**src/rtl/mult_operand_dispatcher_if.sv**
```systemverilog
`default_nettype none
// ============================================================================
// Module   : mult_operand_dispatcher_if
// Brief    : Operand, multiplier and result signals of the operand dispatcher.
// Revision : 1.0 - initial release
// ============================================================================
interface mult_operand_dispatcher_if #(
    parameter int WIDTH = 8,
    parameter int DEPTH = 4
);
    localparam int CW = $clog2(DEPTH) + 1;

    logic                   op_valid_in;
    logic                   op_ready_out;
    logic [WIDTH-1:0]       multiplicand_data_in;
    logic [WIDTH-1:0]       multiplier_data_in;
    logic [WIDTH-1:0]       multiplicand_out;
    logic [WIDTH-1:0]       multiplier_out;
    logic                   start_out;
    logic                   done_in;
    logic                   overflow_in;
    logic [2*WIDTH-1:0]     product_in;
    logic                   result_valid_out;
    logic                   result_ready_in;
    logic [2*WIDTH-1:0]     result_out;
    logic                   result_overflow_out;
    logic [CW-1:0]          pending_count_out;
    logic                   timeout_out;

    // slave: the dispatcher; master: upstream source, multiplier and result sink
    modport slave (
        input  op_valid_in, multiplicand_data_in, multiplier_data_in,
        input  done_in, overflow_in, product_in, result_ready_in,
        output op_ready_out, multiplicand_out, multiplier_out, start_out,
        output result_valid_out, result_out, result_overflow_out,
        output pending_count_out, timeout_out
    );

    modport master (
        output op_valid_in, multiplicand_data_in, multiplier_data_in,
        output done_in, overflow_in, product_in, result_ready_in,
        input  op_ready_out, multiplicand_out, multiplier_out, start_out,
        input  result_valid_out, result_out, result_overflow_out,
        input  pending_count_out, timeout_out
    );
endinterface
`default_nettype wire

```
**src/rtl/mult_operand_dispatcher.sv**
```systemverilog
`default_nettype none
// ============================================================================
// Module   : mult_operand_dispatcher
// Brief    : Queues operand pairs and feeds them one job at a time to a
//            sequential multiplier; optional BUSY watchdog under
//            MULT_DISPATCH_TIMEOUT_EN.
// Revision : 1.0 - initial release
// ============================================================================
module mult_operand_dispatcher #(
    parameter int WIDTH          = 8,
    parameter int DEPTH          = 4,
    parameter int TIMEOUT_CYCLES = 64
) (
    input  wire logic                clock,
    input  wire logic                reset_in,
    mult_operand_dispatcher_if.slave bus
);
    localparam int AW = $clog2(DEPTH);
    localparam int CW = AW + 1;

    localparam logic [1:0] c_IDLE = 2'd0;
    localparam logic [1:0] c_LOAD = 2'd1;
    localparam logic [1:0] c_BUSY = 2'd2;
    localparam logic [1:0] c_HOLD = 2'd3;

    localparam logic [CW-1:0] c_FULL = CW'(DEPTH);

    logic [1:0]           state_q, state_d;
    logic [WIDTH-1:0]     mcand_mem_q [DEPTH];
    logic [WIDTH-1:0]     mcand_mem_d [DEPTH];
    logic [WIDTH-1:0]     mplier_mem_q [DEPTH];
    logic [WIDTH-1:0]     mplier_mem_d [DEPTH];
    logic [AW-1:0]        wr_ptr_q, wr_ptr_d;
    logic [AW-1:0]        rd_ptr_q, rd_ptr_d;
    logic [CW-1:0]        count_q, count_d;
    logic [WIDTH-1:0]     mcand_q, mcand_d;
    logic [WIDTH-1:0]     mplier_q, mplier_d;
    logic [2*WIDTH-1:0]   result_q, result_d;
    logic                 result_ovf_q, result_ovf_d;
    logic                 timeout_q, timeout_d;
    logic                 done_prev_q, done_prev_d;

    logic w_op_ready;
    logic w_push;
    logic w_pop;
    logic w_done_rise;
    logic w_timeout;

    assign w_op_ready  = (count_q != c_FULL);
    assign w_push      = bus.op_valid_in & w_op_ready;
    assign w_pop       = (state_q == c_IDLE) && (count_q != '0);
    // Edge detect makes a done level left over from before BUSY harmless
    assign w_done_rise = (state_q == c_BUSY) && bus.done_in && !done_prev_q;

`ifdef MULT_DISPATCH_TIMEOUT_EN
    localparam int TW = $clog2(TIMEOUT_CYCLES + 1);
    localparam logic [TW-1:0] c_TMO_LAST = TW'(TIMEOUT_CYCLES - 1);

    logic [TW-1:0] tmo_cnt_q, tmo_cnt_d;

    assign w_timeout = (state_q == c_BUSY) && !w_done_rise && (tmo_cnt_q == c_TMO_LAST);

    always_comb begin
        tmo_cnt_d = tmo_cnt_q;
        if (state_q == c_LOAD) begin
            tmo_cnt_d = '0;
        end else if (state_q == c_BUSY) begin
            tmo_cnt_d = tmo_cnt_q + TW'(1);
        end
    end

    always_ff @(posedge clock or negedge reset_in) begin
        if (!reset_in) begin
            tmo_cnt_q <= '0;
        end else begin
            tmo_cnt_q <= tmo_cnt_d;
        end
    end
`else
    logic w_unused_cfg;
    assign w_unused_cfg = (TIMEOUT_CYCLES != 0);
    assign w_timeout    = 1'b0;
`endif

    always_ff @(posedge clock or negedge reset_in) begin
        if (!reset_in) begin
            state_q <= c_IDLE;
        end else begin
            state_q <= state_d;
        end
    end

    always_comb begin
        state_d = state_q;
        case (state_q)
            c_IDLE:  if (w_pop) state_d = c_LOAD;
            c_LOAD:  state_d = c_BUSY;
            c_BUSY:  if (w_done_rise || w_timeout) state_d = c_HOLD;
            c_HOLD:  if (bus.result_ready_in) state_d = c_IDLE;
            default: state_d = c_IDLE;
        endcase
    end

    always_comb begin
        bus.op_ready_out        = w_op_ready;
        bus.start_out           = (state_q == c_BUSY);
        bus.result_valid_out    = (state_q == c_HOLD);
        bus.multiplicand_out    = mcand_q;
        bus.multiplier_out      = mplier_q;
        bus.result_out          = result_q;
        bus.result_overflow_out = result_ovf_q;
        bus.timeout_out         = timeout_q;
        bus.pending_count_out   = count_q;
    end

    always_comb begin
        mcand_mem_d  = mcand_mem_q;
        mplier_mem_d = mplier_mem_q;
        wr_ptr_d     = wr_ptr_q;
        rd_ptr_d     = rd_ptr_q;
        count_d      = count_q + CW'(w_push) - CW'(w_pop);
        mcand_d      = mcand_q;
        mplier_d     = mplier_q;
        result_d     = result_q;
        result_ovf_d = result_ovf_q;
        timeout_d    = timeout_q;
        done_prev_d  = bus.done_in;

        if (w_push) begin
            mcand_mem_d[wr_ptr_q]  = bus.multiplicand_data_in;
            mplier_mem_d[wr_ptr_q] = bus.multiplier_data_in;
            wr_ptr_d               = wr_ptr_q + AW'(1);
        end
        if (w_pop) begin
            mcand_d   = mcand_mem_q[rd_ptr_q];
            mplier_d  = mplier_mem_q[rd_ptr_q];
            rd_ptr_d  = rd_ptr_q + AW'(1);
            timeout_d = 1'b0;
        end
        if (w_done_rise) begin
            result_d     = bus.product_in;
            result_ovf_d = bus.overflow_in;
            timeout_d    = 1'b0;
        end else if (w_timeout) begin
            result_d     = '0;
            result_ovf_d = 1'b0;
            timeout_d    = 1'b1;
        end
    end

    always_ff @(posedge clock or negedge reset_in) begin
        if (!reset_in) begin
            mcand_mem_q  <= '{default: '0};
            mplier_mem_q <= '{default: '0};
            wr_ptr_q     <= '0;
            rd_ptr_q     <= '0;
            count_q      <= '0;
            mcand_q      <= '0;
            mplier_q     <= '0;
            result_q     <= '0;
            result_ovf_q <= 1'b0;
            timeout_q    <= 1'b0;
            done_prev_q  <= 1'b0;
        end else begin
            mcand_mem_q  <= mcand_mem_d;
            mplier_mem_q <= mplier_mem_d;
            wr_ptr_q     <= wr_ptr_d;
            rd_ptr_q     <= rd_ptr_d;
            count_q      <= count_d;
            mcand_q      <= mcand_d;
            mplier_q     <= mplier_d;
            result_q     <= result_d;
            result_ovf_q <= result_ovf_d;
            timeout_q    <= timeout_d;
            done_prev_q  <= done_prev_d;
        end
    end
endmodule
`default_nettype wire

```
**src/flat_wrapper.sv**
```systemverilog
// flat-port wrapper written by rule: the top's interface ports become plain ports
module mult_operand_dispatcher_flat 
#(
    parameter int WIDTH          = 8,
    parameter int DEPTH          = 4,
    parameter int TIMEOUT_CYCLES = 64
)
  (clock, reset_in, bus_op_valid_in, bus_multiplicand_data_in, bus_multiplier_data_in, bus_done_in, bus_overflow_in, bus_product_in, bus_result_ready_in, bus_op_ready_out, bus_multiplicand_out, bus_multiplier_out, bus_start_out, bus_result_valid_out, bus_result_out, bus_result_overflow_out, bus_pending_count_out, bus_timeout_out);
  mult_operand_dispatcher_if #(.WIDTH(WIDTH), .DEPTH(DEPTH)) bus_i ();
  input  wire logic clock;
  input  wire logic reset_in;
  input wire logic [$bits(bus_i.op_valid_in)-1:0] bus_op_valid_in;
  input wire logic [$bits(bus_i.multiplicand_data_in)-1:0] bus_multiplicand_data_in;
  input wire logic [$bits(bus_i.multiplier_data_in)-1:0] bus_multiplier_data_in;
  input wire logic [$bits(bus_i.done_in)-1:0] bus_done_in;
  input wire logic [$bits(bus_i.overflow_in)-1:0] bus_overflow_in;
  input wire logic [$bits(bus_i.product_in)-1:0] bus_product_in;
  input wire logic [$bits(bus_i.result_ready_in)-1:0] bus_result_ready_in;
  output wire logic [$bits(bus_i.op_ready_out)-1:0] bus_op_ready_out;
  output wire logic [$bits(bus_i.multiplicand_out)-1:0] bus_multiplicand_out;
  output wire logic [$bits(bus_i.multiplier_out)-1:0] bus_multiplier_out;
  output wire logic [$bits(bus_i.start_out)-1:0] bus_start_out;
  output wire logic [$bits(bus_i.result_valid_out)-1:0] bus_result_valid_out;
  output wire logic [$bits(bus_i.result_out)-1:0] bus_result_out;
  output wire logic [$bits(bus_i.result_overflow_out)-1:0] bus_result_overflow_out;
  output wire logic [$bits(bus_i.pending_count_out)-1:0] bus_pending_count_out;
  output wire logic [$bits(bus_i.timeout_out)-1:0] bus_timeout_out;
  assign bus_i.op_valid_in = bus_op_valid_in;
  assign bus_i.multiplicand_data_in = bus_multiplicand_data_in;
  assign bus_i.multiplier_data_in = bus_multiplier_data_in;
  assign bus_i.done_in = bus_done_in;
  assign bus_i.overflow_in = bus_overflow_in;
  assign bus_i.product_in = bus_product_in;
  assign bus_i.result_ready_in = bus_result_ready_in;
  assign bus_op_ready_out = bus_i.op_ready_out;
  assign bus_multiplicand_out = bus_i.multiplicand_out;
  assign bus_multiplier_out = bus_i.multiplier_out;
  assign bus_start_out = bus_i.start_out;
  assign bus_result_valid_out = bus_i.result_valid_out;
  assign bus_result_out = bus_i.result_out;
  assign bus_result_overflow_out = bus_i.result_overflow_out;
  assign bus_pending_count_out = bus_i.pending_count_out;
  assign bus_timeout_out = bus_i.timeout_out;
  mult_operand_dispatcher #(.WIDTH(WIDTH), .DEPTH(DEPTH), .TIMEOUT_CYCLES(TIMEOUT_CYCLES)) u_core (.clock(clock), .reset_in(reset_in), .bus(bus_i));
endmodule
```
**config.mk**
```make
export PLATFORM = sky130hd
export DESIGN_NAME = mult_operand_dispatcher_flat
export DESIGN_NICKNAME = d
export VERILOG_FILES = /design/src/rtl/mult_operand_dispatcher_if.sv /design/src/rtl/mult_operand_dispatcher.sv /design/src/flat_wrapper.sv
export SDC_FILE = /design/constraint.sdc
export NUM_CORES = 1
export LEC_CHECK = 0
export ABC_AREA = 1
export CAP_MARGIN = 20
export CORE_AREA = 2 2 106 108
export CTS_BUF_LIST = sky130_fd_sc_hd__clkbuf_16
export CTS_CLUSTER_DIAMETER = 200
export DETAILED_ROUTE_END_ITERATION = 7
export DIE_AREA = 0 0 108 110
export GPL_TIMING_DRIVEN = 1
export PLACE_DENSITY = 0.71
export SYNTH_ARGS = -nofsm -noshare
export SYNTH_HDL_FRONTEND = slang
export SYNTH_SLANG_ARGS = --single-unit
```
**constraint.sdc**
```tcl
create_clock -name clock -period 5.75 [get_ports clock]
set_input_delay 1.15 -clock clock [delete_from_list [all_inputs] [get_ports clock]]
set_output_delay 1.15 -clock clock [all_outputs]
set_load 0.005 [all_outputs]
```
== Word level (Yosys, flattened, before mapping) ==
Cells that the tools add are included.
Storage, ports and cells
  input bits: 38
  output and inout bits: 40
  flip-flop bits (word level): 108
  memories: 0
  latch bits: 0
  logic and storage cells: 60
  memory bits (writable): 0
  bits in read-only memories: 0
Operators by class
  bitwise logic cells: 3
  divide/modulo/power cells: 0
  shift operators: 0
  reductions and logical operators: 9
  muxes and demuxes: 16
  $add $sub $neg: 4
  $mul: 0
  equality and inequality tests: 7
  magnitude comparators: 3
Operators with widths (number)
  $bwmux W32: 2
  $mux W8: 5
  $bmux W8 S2: 2
  $demux W8 S2: 1
  $pmux W2 S4: 1
  $ge A3 B3 Y1 const B: 2
  $mux W2: 3
  $not A2 Y3: 2
  $add A2 B1 Y2 const B: 2
  $eq A2 B2 Y1 const B: 2
  $logic_and A1 B1 Y1: 4
  $ne A2 B1 Y1 const B: 2
  $add A3 B1 Y3: 1
  $lt A3 B1 Y1 const B: 1
  $ne A3 B3 Y1 const B: 1
  $reduce_and A3 Y1: 1
  $reduce_bool A3 Y1: 1
  $sub A3 B1 Y3: 1
  $eq A2 B1 Y1 const B: 1
  $logic_not A2 Y1: 1
  $mux W1: 2
  $ne A2 B2 Y1 const B: 1
  $reduce_bool A2 Y1: 1
  $and A1 B1 Y1: 1
  $logic_not A1 Y1: 1

== Longest topological paths before layout ==
  depth in word-level cells: 6
  mapped depth: 10
  mapped depth without buffers: 9

== Worst setup path after synthesis ==
No wires, ideal clock.
  path type: input-to-reg
  start: in bus_op_valid_in
  end: reg u_core.count_q[2], in the netlist u_core.bus.pending_count_out[2]
  slack: 3.616 ns
  buffers on the path: 0
  library setup time: 0.129 ns
  stages on the path: 5
  required time: 5.621 ns
  data arrival time: 2.006 ns
  cell sequence: nand2_1 -> inv_1 -> ha_1 -> fa_1 -> xor2_1
Between the ends
  longest elaborated chain between the ends: 3
RTL lines
  start: declaration: line flat_wrapper.sv:12  | input wire logic [$bits(bus_i.op_valid_in)-1:0] bus_op_valid_in;
  $and A1 B1 Y1: line mult_operand_dispatcher.sv:50  | assign w_push = bus.op_valid_in & w_op_ready;
  net u_core.w_push: line mult_operand_dispatcher.sv:44  | logic w_push;
  $add A3 B1 Y3: line mult_operand_dispatcher.sv:121  | count_d = count_q + CW'(w_push) - CW'(w_pop);
  $sub A3 B1 Y3: line mult_operand_dispatcher.sv:121
  net u_core.count_d[2]: line mult_operand_dispatcher.sv:35  | logic [CW-1:0] count_q, count_d;
  end signal: assignment: line mult_operand_dispatcher.sv:169  | count_q <= count_d;
  end: declaration: line mult_operand_dispatcher.sv:35
The timed path passes the listed nets, and every way through them passes these cells.
A chain may end at the register's enable or synchronous reset.

== Worst setup path in the final report ==
  start: reg u_core.state_q[0]
  end: out bus_start_out
Between the ends
  longest elaborated chain between the ends: 1
RTL lines
  start: declaration: line mult_operand_dispatcher.sv:28  | logic [1:0] state_q, state_d;
  start signal: assignment: line mult_operand_dispatcher.sv:87  | state_q <= c_IDLE;
  start signal: assignment: line mult_operand_dispatcher.sv:89  | state_q <= state_d;
  $eq A2 B2 Y1: line mult_operand_dispatcher.sv:106  | bus.start_out = (state_q == c_BUSY);
  end: declaration: line flat_wrapper.sv:22  | output wire logic [$bits(bus_i.start_out)-1:0] bus_start_out;
No other way between the ends.

==> impl_results.md <==
* Outcome: complete, no violations
* Mapped Area at 5030 um2
* Port Buffers at 76
* # hold bufs at CTS at 0
* Setup TNS at 0 ns
* Layout cell share with drive strength beyond 1 at 7.39%
* Placer congestion estimate at 0.777
* Core area at 10700 um2
* DIE WIDTH at 108 um
* Tcrit/Tclk final at 47.3%
* Pwr/cell area at 547 nW/um2
* CP endpoint kind: output port
* Antenna violations before repair at 0
* DR pass1 iterations at 4
* Placed Instances at 787
* Nets at 707
* Total power at 3.31 mW
* DR iter-0 viols at 212
* Worst-Skew Late Latency at 0.34 ns
* Crit-path max FO at 4
* DRT Wirelength at 10300 um
* H-tree levels at 3
* Final Core Density at 56.5%
* Clock Sinks at 107
* Worst Setup Slack, final at 3.03 ns
* Syn. warnings at 0
* Pleak at 3.12 nW
* CP required at 4.60 ns
* Worst hold-check path type: flop to flop
* MaxCap Viol Count at 0
* Post-synthesis cell type count at 25
* Setup WS pre-CTS at 2.76 ns
* Worst Setup Start Kind: flop
* Postcts setup bufs at 0
* TritonCTS buffer count at 9
* Vias in the first global route at 3825
* Post-Syn Instances at 599
* Most common cell after layout, fill and taps aside: nand2_1
* Avg WL per Cell at 12.9 um
* DP Area at 5760 um2
* Min Hold Slack at 0.477 ns
* # rows at 38
* Post-CTS Resized at 0
* Syn_area_per_cell at 8.41 um2
* #FFs+latches synth at 107
* Residual DRC count at 0
* Post-route cell area at 6050 um2
* Crit path DAT at 1.57 ns
* Clock transition at path regs at 0.07 ns
* Max-slew violations at 0
* Height of the chip at 110 um
* Max Clock Skew at 0.0116 ns
* DR vias/cell at 4.90
* Antenna Nets Post-Route at 0
* Clock buffer depth at 2
* Non-filler cells, final at 803
* Final setup vio count at 0
* DIE AREA at 11900 um2
* Register area share after synthesis at 53.2%
* Detailed Place HPWL at 6630 um
* Starting Density at 47.1%
* Slew HR at 50.6%
* Pin count of the biggest net entering global routing at 56
* Peak VDD IR at 0.282 mV
* Layout area overhead at 20.2%
* Top-Level Pins at 78
* Most frequent cells in the layout: nand2_1 (267), dfrtp_1 (107), clkdlybuf4s50_1 (75), inv_1 (61), o21ai_1 (46)
* Worst-Margin Slew at 0.741 ns
* Gr usage total at 19.3%
* Crit Path Class: flop to output port
* Syn nets at 647
* Fin crit period at 2.72 ns
* Root Buffer: clkbuf_16
* First-pass GRT wire length at 18100 um
* Hold Fails Final Rpt at 0
* DR vias at 3932
* Total gr overflow at 0
* Inserted Diodes at 0
* RSZ-0062 raised after global routing: false
* Fmax at 367 MHz
* CTS tree: built
==> report_power, final <==
part / internal [mW] / switching, mW / total (mW) / leakage (nW)
clock: 0.296 / 0.277 / 0.573 / 0.129
combinational: 0.618 / 0.784 / 1.40 / 1.66
sequential: 1.10 / 0.234 / 1.33 / 1.34
==> cell families after synthesis <==
| logic type | count (synthesis) | share of synthesized area, % |
|---|---|---|
| buffers and inverters | 93 | 9.07 |
| flip-flops | 107 | 53.2 |
| AND/OR/NAND/NOR | 318 | 26.5 |
| other | 1 | 0.0745 |
| XOR/XNOR | 3 | 0.522 |
| AO/OA/AOI/OAI | 67 | 8.00 |
| adder cells (fa/ha/maj) | 10 | 2.63 |
==> cells in the mapped netlist <==
library cell,count,area share (%)
clkinv_1,1,0.074
inv_1,61,4.5
nand3_4,4,1.4
nand3_1,35,3.5
nand2_1,267,20
nor2_1,3,0.22
xnor2_1,1,0.17
o21ai_2,18,3.1
xor2_1,2,0.35
ha_1,9,2.2
fa_1,1,0.40
buf_4,7,1.0
nand2_4,2,0.45
buf_6,9,2.0
or2_2,1,0.12
inv_2,2,0.15
conb_1,1,0.074
nand4_1,2,0.25
o21ai_0,3,0.30
nor2_4,2,0.45
o21ai_1,46,4.6
nand2_2,2,0.25
dfrtp_1,107,53
buf_2,11,1.1
clkbuf_1,2,0.15
==> state kept, by name, summed over array words and instances, names as in the netlist, 2 cells and up <==
name                          flops
u_core.bus.multiplicand_out       8
u_core.bus.multiplier_out         8
u_core.bus.pending_count_out      3
u_core.bus.result_out            16
u_core.mcand_mem_q               32
u_core.mplier_mem_q              32
u_core.rd_ptr_q                   2
u_core.state_q                    2
u_core.wr_ptr_q                   2
==> final cells by class <==
cell class	count	area, um2
clock inverter	6	50.0
timing repair buffer	78	781
fill	997	4650
clock buffer	9	225
sequential	107	2680
tap	140	175
multi-input combinational	399	1900
inverter	64	240
==> path summary, 6_finish.rpt <==
check	slack, ns	cells past startpoint	startpoint	end
min	0.48	2	u_core.bus.multiplicand_out[3]	u_core.bus.multiplicand_out[3]
min reg2reg	0.48	2	u_core.bus.multiplicand_out[3]	u_core.bus.multiplicand_out[3]
min in group asynchronous	0.82	1	reset_in	u_core.bus.multiplicand_out[1]
max in group asynchronous	3.76	2	reset_in	u_core.bus.pending_count_out[1]
max	3.03	3	u_core.state_q[0]	bus_start_out
max reg2reg	3.33	9	u_core.state_q[1]	u_core.bus.pending_count_out[2]
==> critical path, cell delays in order (launching register included) <==
cell and delay, ns:
dfrtp_1 0.40, inv_1 0.09, ha_1 0.21, clkdlybuf4s50_1 0.53
==> metal layers <==
metal | up-vias | share of wire [%] | routed length, um | global-route usage [%]
met3 | 15 | 8.0 | 831 | 5.47
met4 | 0 | 1.4 | 142 | 6.50
met1 | 1829 | 44 | 4600 | 25.5
met5 | - | 0 | 0 | 0
li1 | 1959 | - | - | -
met2 | 129 | 46 | 4770 | 30.7
(Power assumes the default switching activity.)
